<file path="config.mk">
export PLATFORM = sky130hd
export DESIGN_NAME = cache_req_arbiter
export DESIGN_NICKNAME = d
export VERILOG_FILES = /design/src/rtl/if_types_pkg.sv /design/src/rtl/ctrl_types_pkg.sv /design/src/rtl/cache_rr_pick.sv /design/src/rtl/cache_req_arbiter.sv
export SDC_FILE = /design/constraint.sdc
export NUM_CORES = 1
export LEC_CHECK = 0
export ABC_AREA = 1
export BUFFER_PORTS_ARGS = -buffer_cell sky130_fd_sc_hd__buf_4
export CAP_MARGIN = 20
export CORE_ASPECT_RATIO = 0.7
export CORE_MARGIN = 4
export CORE_UTILIZATION = 40
export CTS_BUF_LIST = sky130_fd_sc_hd__clkbuf_4 sky130_fd_sc_hd__clkbuf_8 sky130_fd_sc_hd__clkbuf_16
export DETAILED_ROUTE_END_ITERATION = 10
export GPL_TIMING_DRIVEN = 0
export PLACE_DENSITY = 0.74
export SLEW_MARGIN = 10
export SYNTH_ARGS = -nofsm -noshare
export SYNTH_HDL_FRONTEND = slang
export SYNTH_SLANG_ARGS = --single-unit
</file>
<file path="constraint.sdc">
create_clock -name clk -period 2.1 [get_ports clk]
set_input_delay 0.21 -clock clk [delete_from_list [all_inputs] [get_ports clk]]
set_output_delay 0.21 -clock clk [all_outputs]
set_load 0.1 [all_outputs]
</file>
<file path="src/rtl/if_types_pkg.sv">
// Shared widths of the cache controller request interface.
package if_types_pkg;

  localparam int KEY_WIDTH   = 16;
  localparam int VALUE_WIDTH = 32;
  localparam int OP_WIDTH    = 2;

endpackage

</file>
<file path="src/rtl/ctrl_types_pkg.sv">
// Cache controller operation codes and the request arbiter's state type.
package ctrl_types_pkg;

  import if_types_pkg::OP_WIDTH;

  typedef enum logic [OP_WIDTH-1:0] {
    NOOP = OP_WIDTH'(0),
    GET  = OP_WIDTH'(1),
    PUT  = OP_WIDTH'(2),
    DEL  = OP_WIDTH'(3)
  } operation_e;

  typedef enum logic [1:0] {
    ARB_ST_IDLE  = 2'd0,
    ARB_ST_ISSUE = 2'd1,
    ARB_ST_RESP  = 2'd2
  } arb_state_e;

endpackage

</file>
<file path="src/rtl/cache_rr_pick.sv">
// Combinational round-robin picker: first eligible port at or after rr_ptr_i,
// wrapping modulo NUM_REQ.
module cache_rr_pick #(
  parameter int NUM_REQ = 2,
  parameter int IDX_W   = $clog2(NUM_REQ)
) (
  input  logic [NUM_REQ-1:0] elig_i,
  input  logic [IDX_W-1:0]   rr_ptr_i,
  output logic [NUM_REQ-1:0] grant_o,
  output logic [IDX_W-1:0]   idx_o,
  output logic               any_o
);

  int               cand;
  logic [IDX_W-1:0] cand_idx;

  // Scan offsets from farthest to nearest so the nearest eligible port is written last and wins.
  always_comb begin
    grant_o  = '0;
    idx_o    = '0;
    any_o    = 1'b0;
    cand     = 0;
    cand_idx = '0;
    for (int k = NUM_REQ - 1; k >= 0; k--) begin
      cand = int'(rr_ptr_i) + k;
      if (cand >= NUM_REQ) cand = cand - NUM_REQ;
      cand_idx = cand[IDX_W-1:0];
      if (elig_i[cand_idx]) begin
        idx_o = cand_idx;
        any_o = 1'b1;
      end
    end
    if (any_o) grant_o[idx_o] = 1'b1;
  end

endmodule

</file>
<file path="src/rtl/cache_req_arbiter.sv">
// Shares one cache controller between NUM_REQ requesters: round-robin grant,
// issue to the controller until ready_in, one-cycle response to the owner,
// and a watchdog that aborts operations the controller never completes.
//
// Handshakes: a requester raises req_valid_i with a stable payload and holds
// it until it sees its req_grant_o bit for one cycle; the payload is taken on
// that edge. Towards the controller, operation_out is non-NOOP only in ISSUE
// and ready_in (with op_succ_in/value_in) is a completion strobe that is only
// looked at in ISSUE. Each grant yields exactly one rsp_valid_o pulse.
module cache_req_arbiter
  import if_types_pkg::*;
  import ctrl_types_pkg::*;
#(
  parameter int NUM_REQ        = 2,
  parameter int TIMEOUT_CYCLES = 255
) (
  input  logic                            clk,
  input  logic                            rst_n,
  input  logic [NUM_REQ-1:0]              req_valid_i,
  input  logic [NUM_REQ*OP_WIDTH-1:0]     req_op_i,
  input  logic [NUM_REQ*KEY_WIDTH-1:0]    req_key_i,
  input  logic [NUM_REQ*VALUE_WIDTH-1:0]  req_value_i,
  output logic [NUM_REQ-1:0]              req_grant_o,
  output logic [NUM_REQ-1:0]              rsp_valid_o,
  output logic                            rsp_succ_o,
  output logic                            rsp_timeout_o,
  output logic [VALUE_WIDTH-1:0]          rsp_value_o,
  output logic [OP_WIDTH-1:0]             operation_out,
  output logic [KEY_WIDTH-1:0]            key_out,
  output logic [VALUE_WIDTH-1:0]          value_out,
  input  logic                            ready_in,
  input  logic                            op_succ_in,
  input  logic [VALUE_WIDTH-1:0]          value_in,
  output logic [1:0]                      dbg_state_o,
  output logic [$clog2(NUM_REQ)-1:0]      dbg_rr_ptr_o
);

  localparam int IDX_W = $clog2(NUM_REQ);
  localparam int WD_W  = $clog2(TIMEOUT_CYCLES + 1);
  localparam logic [WD_W-1:0] WD_MAX  = WD_W'(TIMEOUT_CYCLES);
  localparam logic [WD_W-1:0] WD_LAST = WD_W'(TIMEOUT_CYCLES - 1);

  arb_state_e             state_q, state_d;
  logic [OP_WIDTH-1:0]    op_q, op_d;
  logic [KEY_WIDTH-1:0]   key_q, key_d;
  logic [VALUE_WIDTH-1:0] val_q, val_d;
  logic [IDX_W-1:0]       owner_q, owner_d;
  logic [IDX_W-1:0]       rr_ptr_q, rr_ptr_d;
  logic [WD_W-1:0]        wd_q, wd_d;
  logic                   succ_q, succ_d;
  logic                   tmo_q, tmo_d;
  logic [VALUE_WIDTH-1:0] rval_q, rval_d;

  logic [NUM_REQ-1:0]     elig;
  logic [NUM_REQ-1:0]     pick_grant;
  logic [IDX_W-1:0]       pick_idx;
  logic                   pick_any;
  logic [IDX_W-1:0]       next_ptr;

  // A port competes only with a valid, non-NOOP request.
  always_comb begin
    elig = '0;
    for (int i = 0; i < NUM_REQ; i++) begin
      elig[i] = req_valid_i[i] && (req_op_i[i*OP_WIDTH +: OP_WIDTH] != NOOP);
    end
  end

  cache_rr_pick #(
    .NUM_REQ (NUM_REQ),
    .IDX_W   (IDX_W)
  ) u_pick (
    .elig_i   (elig),
    .rr_ptr_i (rr_ptr_q),
    .grant_o  (pick_grant),
    .idx_o    (pick_idx),
    .any_o    (pick_any)
  );

  assign next_ptr = (pick_idx == IDX_W'(NUM_REQ - 1)) ? '0 : pick_idx + 1'b1;

  // State, latched request, watchdog and round-robin pointer.
  always_ff @(posedge clk or negedge rst_n) begin
    if (!rst_n) begin
      state_q  <= ARB_ST_IDLE;
      op_q     <= '0;
      key_q    <= '0;
      val_q    <= '0;
      owner_q  <= '0;
      rr_ptr_q <= '0;
      wd_q     <= '0;
      succ_q   <= 1'b0;
      tmo_q    <= 1'b0;
      rval_q   <= '0;
    end else begin
      state_q  <= state_d;
      op_q     <= op_d;
      key_q    <= key_d;
      val_q    <= val_d;
      owner_q  <= owner_d;
      rr_ptr_q <= rr_ptr_d;
      wd_q     <= wd_d;
      succ_q   <= succ_d;
      tmo_q    <= tmo_d;
      rval_q   <= rval_d;
    end
  end

  // Next-state: grant in IDLE, wait for ready_in or watchdog in ISSUE, one RESP cycle.
  always_comb begin
    state_d  = state_q;
    op_d     = op_q;
    key_d    = key_q;
    val_d    = val_q;
    owner_d  = owner_q;
    rr_ptr_d = rr_ptr_q;
    wd_d     = wd_q;
    succ_d   = succ_q;
    tmo_d    = tmo_q;
    rval_d   = rval_q;
    unique case (state_q)
      ARB_ST_IDLE: begin
        if (pick_any) begin
          op_d     = req_op_i[pick_idx*OP_WIDTH +: OP_WIDTH];
          key_d    = req_key_i[pick_idx*KEY_WIDTH +: KEY_WIDTH];
          val_d    = req_value_i[pick_idx*VALUE_WIDTH +: VALUE_WIDTH];
          owner_d  = pick_idx;
          rr_ptr_d = next_ptr;
          wd_d     = '0;
          state_d  = ARB_ST_ISSUE;
        end
      end
      ARB_ST_ISSUE: begin
        if (wd_q != WD_MAX) wd_d = wd_q + 1'b1;
        // Completion takes precedence over a watchdog expiry in the same cycle.
        if (ready_in) begin
          succ_d  = op_succ_in;
          rval_d  = value_in;
          tmo_d   = 1'b0;
          state_d = ARB_ST_RESP;
        end else if (wd_q >= WD_LAST) begin
          succ_d  = 1'b0;
          rval_d  = '0;
          tmo_d   = 1'b1;
          state_d = ARB_ST_RESP;
        end
      end
      ARB_ST_RESP: state_d = ARB_ST_IDLE;
      default:     state_d = ARB_ST_IDLE;
    endcase
  end

  // Outputs decode from state; the grant is also masked while reset is held.
  always_comb begin
    req_grant_o   = (state_q == ARB_ST_IDLE && rst_n) ? pick_grant : '0;
    operation_out = (state_q == ARB_ST_ISSUE) ? op_q : NOOP;
    key_out       = key_q;
    value_out     = val_q;
    rsp_valid_o   = (state_q == ARB_ST_RESP) ? (NUM_REQ'(1) << owner_q) : '0;
    rsp_succ_o    = (state_q == ARB_ST_RESP) && succ_q;
    rsp_timeout_o = (state_q == ARB_ST_RESP) && tmo_q;
    rsp_value_o   = (state_q == ARB_ST_RESP) ? rval_q : '0;
    dbg_state_o   = state_q;
    dbg_rr_ptr_o  = rr_ptr_q;
  end

endmodule

</file>
==> results.cfg, run 1 <==
[run_status]
status = finished, final reports clean

[critical_path]
critPathKind = input port to primary output
rr_startpoint = dbg_state_o[1]
crit_fanout = 62
endpoint = req_grant_o[1]
arrival_ns = 1.80
worstSetupEndpointType = primary output
timing.rr.end = value_out[26]
ff2ff_path_depth = 5
startpoint_type = input port
startpoint = rst_n
r2r_setup_slack_ns = 0.52
required_ns = 1.89

[yosys]
synthTopCellsByCount = nand3_1, nand2_1, dfrtp_1
synth_xor_area_frac = 0.00189
synthSimpleGateAreaFrac = 0.335
synth_edf_count = 0
synth_top_family_by_area = simple AND/OR/NAND/NOR gates
synthArstFlopShare = 1.00
synth.distinct_cells = 21
synth_nets = 710
synth_top_area_frac = 0.520
ys_seq_area_frac = 0.520
synth-seq-cells = 96
syn_avg_cell_area_um2 = 8.11
synth_flop_cell = dfrtp_1
yosysMostFrequentCell = nand3_1
synth_compound_gate_area_share = 0.0476
synthAdderAreaFrac = 0.00541
synth_warnings = 0
synthTopCellsByArea = dfrtp_1, nand3_1, nand2_1
syn_inst = 570
synthMuxAreaShare = 0
synthesis.area_mm2 = 0.00462
yosysTopAreaCell = dfrtp_1

[timing]
finalCriticalPeriod_ns = 2.01
slew_violations = 0
setup_viol = 0
max-slew-margin-rel = 0.681
fin_crit_sh = 0.959
finalHoldViolCount = 0
rsz0062_at_grt = false
max_freq_mhz = 496
worstMarginPinSlew_ns = 0.479
clock_skew_ns = 0.00752
finalSetupTns_ns = 0
hold_slack_ns = 0.0820

[floorplan]
die-area_mm2 = 0.0134
die_y_um = 97.9
num_rows = 32
io_pins = 229
core_area_mm2 = 0.0112
start_util = 0.414
die_w_um = 136

[grt]
track_usage = 0.233
grt_pass1_wl_um = 24900
grt_start_max_net_pins = 63
grt_overflow_total = 0
grt_pass1_vias = 5037
antenna_found_initial = 0

[layout]
drive_gt1_frac = 0.399
num-nets-final = 954
syn2layout_area_growth_pct = 55.6
antenna_cells = 0
fin_area_mm2 = 0.00719
fin_util = 0.644
fillers = 915

[drt]
drc = 0
vias = 4943
avgRoutedWirePerCell_um = 15.9
drt_iter0_markers = 225
avgViaCountPerCell = 5.09
drt-pass1-iter-count = 5
drt_wl_total_um = 15400
final_antenna_net_count = 0

[pwr]
power.density_mw_per_mm2 = 1880
vdd_ir_drop_max_uv = 1200
p_leak_nw = 3.56

[clocking]
clk_pin_slew_worst_paths_ns = 0.06
cts.sinks = 96
clock_path_buffers = 2
numCtsBuffers = 9
cts_tree = done
htreeDepth = 3
clock_latency_ns = 0.34
cts_root_buf = clkbuf_16

[place]
place.gp.congestion = 0.867
placed_cell_area_mm2 = 0.00683
hpwl_um = 12000
placement.io_buffers = 228

[run]
drv_cap = 0

[worst_hold_path]
hp-class = input port to flip-flop
[how the worst min path moves through the flow]
stage	cells after the start	slack, ns	start	endpoint
4_1_cts	3	0.07	value_in[9]	rval_q[9]
2_1_floorplan	0	-0.09	rst_n	dbg_rr_ptr_o
5_1_grt	3	0.08	value_in[0]	rval_q[0]
3_5_place_dp	1	0.20	rst_n	rval_q[29]
6_report	3	0.08	value_in[0]	rval_q[0]
3_3_place_gp	3	0.43	value_in[9]	rval_q[9]
[logic make-up after synthesis]
logic type               after synthesis
XOR/XNOR                               1
adder cells (fa/ha/maj)                2
AND/OR/NAND/NOR                      332
flip-flops                            96
AO/OA/AOI/OAI                         44
buffers and inverters                 95
[report_power, final]
group | internal [mW] | leakage [nW] | switching, mW
combinational | 1.88 | 2.24 | 6.82
sequential | 2.72 | 1.18 | 0.450
clock | 0.974 | 0.145 | 0.669
total | 5.58 | 3.56 | 7.94
[state kept, by name (all words and copies together) (netlist names)]
register,flops
dbg_rr_ptr_o,1
dbg_state_o,2
key_out,16
op_q,2
owner_q,1
rval_q,32
succ_q,1
tmo_q,1
value_out,32
wd_q,8
[critical path, stage by stage]
cell and delay (ns):
dlygate4sd3_1 0.53, buf_4 0.15, buf_16 0.28, inv_1 0.17
nor2_4 0.12, buf_4 0.29
[layer usage]
| metal | vias up | GRT usage | share of wire |
|---|---|---|---|
| met3 | 23 | 0.0803 | 0.091 |
| met1 | 2340 | 0.295 | 0.41 |
| li1 | 2385 | - | - |
| met2 | 195 | 0.376 | 0.48 |
| met5 | - | 0 | 0 |
| met4 | 0 | 0.0720 | 0.017 |
[metrics by stage]
stage | total power [mW] | setup WS, ns | std cells
after floorplan | 9.83 | 0.0249 | 570
after global placement | 11.7 | -0.0653 | 951
after detailed placement | 11.9 | 0.212 | 952
after CTS | 13.6 | -0.116 | 969
after global routing | 14.2 | 0.000699 | 971
final | 13.5 | 0.0856 | 971
[what timing repair did]
item                                   CTS  global route
pin swaps                                0             1
endpoints found under the hold margin   35             0
hold buffers                             2             0
gates resized for setup                  3             4
setup endpoints to repair               31             9
setup buffers                            0             2
[placed cells by master, fill, tap and decap left out]
master	n
clkbuf_1	16
dfrtp_1	94
nand4_1	53
inv_2	4
inv_1	50
nand3_2	1
buf_4	237
clkbuf_4	3
bufinv_16	1
nor2_4	35
buf_16	1
nor3_1	1
dfrtp_4	1
dfrtp_2	1
buf_6	4
clkbuf_8	2
nand2_1	108
clkbuf_16	9
a21oi_1	1
clkinv_2	1
o21ai_1	28
buf_1	1
nor2_2	9
nand2_2	4
nand3_1	110
buf_12	1
ha_1	2
clkinvlp_4	1
dlygate4sd3_1	1
inv_4	1
buf_2	10
xor2_1	1
o21ai_0	15
nor2_1	11
[cell type report]
type,instances,area [um^2],area share
Multi-Input combinational cell,379,2070,0.288
Buffer,40,229,0.0318
Timing Repair Buffer,233,1790,0.249
Clock buffer,12,254,0.0353
Clock inverter,3,42.5,0.00591
Sequential cell,96,2410,0.335
Tap cell,153,191,0.0266
Inverter,55,209,0.0290
(Power assumes the default switching activity.)
==> inputs of run 2 (changes only) <==
--- a/config.mk
+++ b/config.mk
@@ -13,7 +13,6 @@
 export CORE_UTILIZATION = 40
 export CTS_BUF_LIST = sky130_fd_sc_hd__clkbuf_4 sky130_fd_sc_hd__clkbuf_8 sky130_fd_sc_hd__clkbuf_16
 export DETAILED_ROUTE_END_ITERATION = 10
-export GPL_TIMING_DRIVEN = 0
 export PLACE_DENSITY = 0.74
 export SLEW_MARGIN = 10
 export SYNTH_ARGS = -nofsm -noshare
==> results.cfg, run 2 (synthesized netlist as in run 1, its figures left out) <==
[run_status]
status = finished, final reports clean

[clocking]
numCtsBuffers = 9
clk_pin_slew_worst_paths_ns = 0.07
clock_latency_ns = 0.33
cts.sinks = 96
cts_root_buf = clkbuf_16
cts_setup_buffers = 0
htreeDepth = 3
clock_path_buffers = 2
cts_tree = done

[place]
pre_cts_slack_ns = 0.345
placement.io_buffers = 228
place.gp.congestion = 0.805
hpwl_um = 11000

[timing]
rsz0062_at_grt = false
clock_skew_ns = 0.00627
fin_crit_sh = 0.954
fin_ws_ns = 0.0959
slew_violations = 0
max_freq_mhz = 499
max-slew-margin-rel = 0.590
finalCriticalPeriod_ns = 2.00
finalHoldViolCount = 0
worstMarginPinSlew_ns = 0.615
finalSetupTns_ns = 0
setup_viol = 0

[pwr]
pwr-share-comb = 0.638
power.share.sequential = 0.237
p_leak_nw = 3.49
intPower_mw = 5.43
power.density_mw_per_mm2 = 1900
clkPwrFrac = 0.125
power_switching_share = 0.593
power_switching_mw = 7.93
p_total_mw = 13.4
vdd_ir_drop_max_uv = 1470

[grt]
track_usage = 0.222
grt_pass1_wl_um = 24000
grt_overflow_total = 0
grt_pass1_vias = 4859
antenna_found_initial = 0
grt_start_max_net_pins = 97

[layout]
num-nets-final = 923
antenna_cells = 0
syn2layout_area_growth_pct = 52.4
fillers = 998
regArea_mm2 = 0.00241
final_cell_mix = buf_4, nand3_1, nand2_1, dfrtp_1, nand4_1
drive_gt1_frac = 0.397
multi_input_area_mm2 = 0.00208
layout_commonest_cell = buf_4

[floorplan]
die_y_um = 97.9
core_area_mm2 = 0.0112
die-area_mm2 = 0.0134
die_w_um = 136
start_util = 0.414
num_rows = 32
io_pins = 229

[drt]
drt_iter0_markers = 252
avgViaCountPerCell = 5.18
drt_wl_total_um = 14900
vias = 4871
drt-pass1-iter-count = 5
final_antenna_net_count = 0
drc = 0
avgRoutedWirePerCell_um = 15.9

[critical_path]
worstSetupEndpointType = primary output
rr_startpoint = wd_q[0]
startpoint_type = flip-flop
crit_fanout = 19
critPathKind = flip-flop to primary output
required_ns = 1.89
arrival_ns = 1.79
startpoint = dbg_state_o[1]

[run]
drv_cap = 0

[worst_hold_path]
hp-class = input port to flip-flop
holdCritStartpoint = value_in[17]
-- run 2: power by group through the flow --
stage,clock [mW],sequential [mW],combinational (mW)
2_1_floorplan,0,6.65,3.18
3_3_place_gp,0,3.16,8.46
3_5_place_dp,0,3.17,8.58
4_1_cts,1.71,3.17,8.58
5_1_grt,1.78,3.26,8.96
6_report,1.67,3.16,8.53
-- run 2: final cells by class --
type,instances,area share
Multi-Input combinational cell,379,0.295
Sequential cell,96,0.342
Clock inverter,7,0.0110
Clock buffer,9,0.0320
Timing Repair Buffer,242,0.264
Inverter,55,0.0295
Tap cell,153,0.0272
-- run 2: routing by layer --
metal,global-route usage,share of wire,up-vias
met1,0.291,0.42,2299
met4,0.0604,0.021,0
met5,0,0,-
met3,0.0747,0.086,30
met2,0.354,0.48,218
li1,-,-,2324
-- run 2: repair_timing --
item	in CTS	in global routing
resized for setup	0	1
hold endpoints to repair	20	0
hold buffers	1	0
endpoints found under the setup margin	0	1
-- run 2: worst max-delay path, cell delays in order (launching register included) --
cell	delay, ns
dfrtp_4	0.52
nor2_4	0.12
nand2_2	0.07
clkinv_2	0.19
nand2_1	0.15
nor2_4	0.10
buf_4	0.30
-- run 2: worst paths after layout --
| kind | slack [ns] | to | cells after the start |
|---|---|---|---|
| max in group asynchronous | 1.18 | dbg_state_o[1] | 3 |
| worst max-delay path | 0.1 | req_grant_o[0] | 6 |
| worst max register to register | 0.32 | rval_q[16] | 9 |
| worst min register to register | 0.50 | value_out[13] | 2 |
| worst min-delay path | 0.08 | rval_q[17] | 3 |
| min in group asynchronous | 0.53 | key_out[14] | 3 |
-- run 2: stage by stage --
step	cells	utilization	instance area, um^2	hold slack, ns
floorplan	570	-	4900	-0.0856
detailed placement	924	0.602	6730	0.359
global placement	924	0.602	6730	0.351
finish	941	0.631	7040	0.0815
global route	941	0.631	7040	0.0751
CTS	941	0.630	7040	0.0674
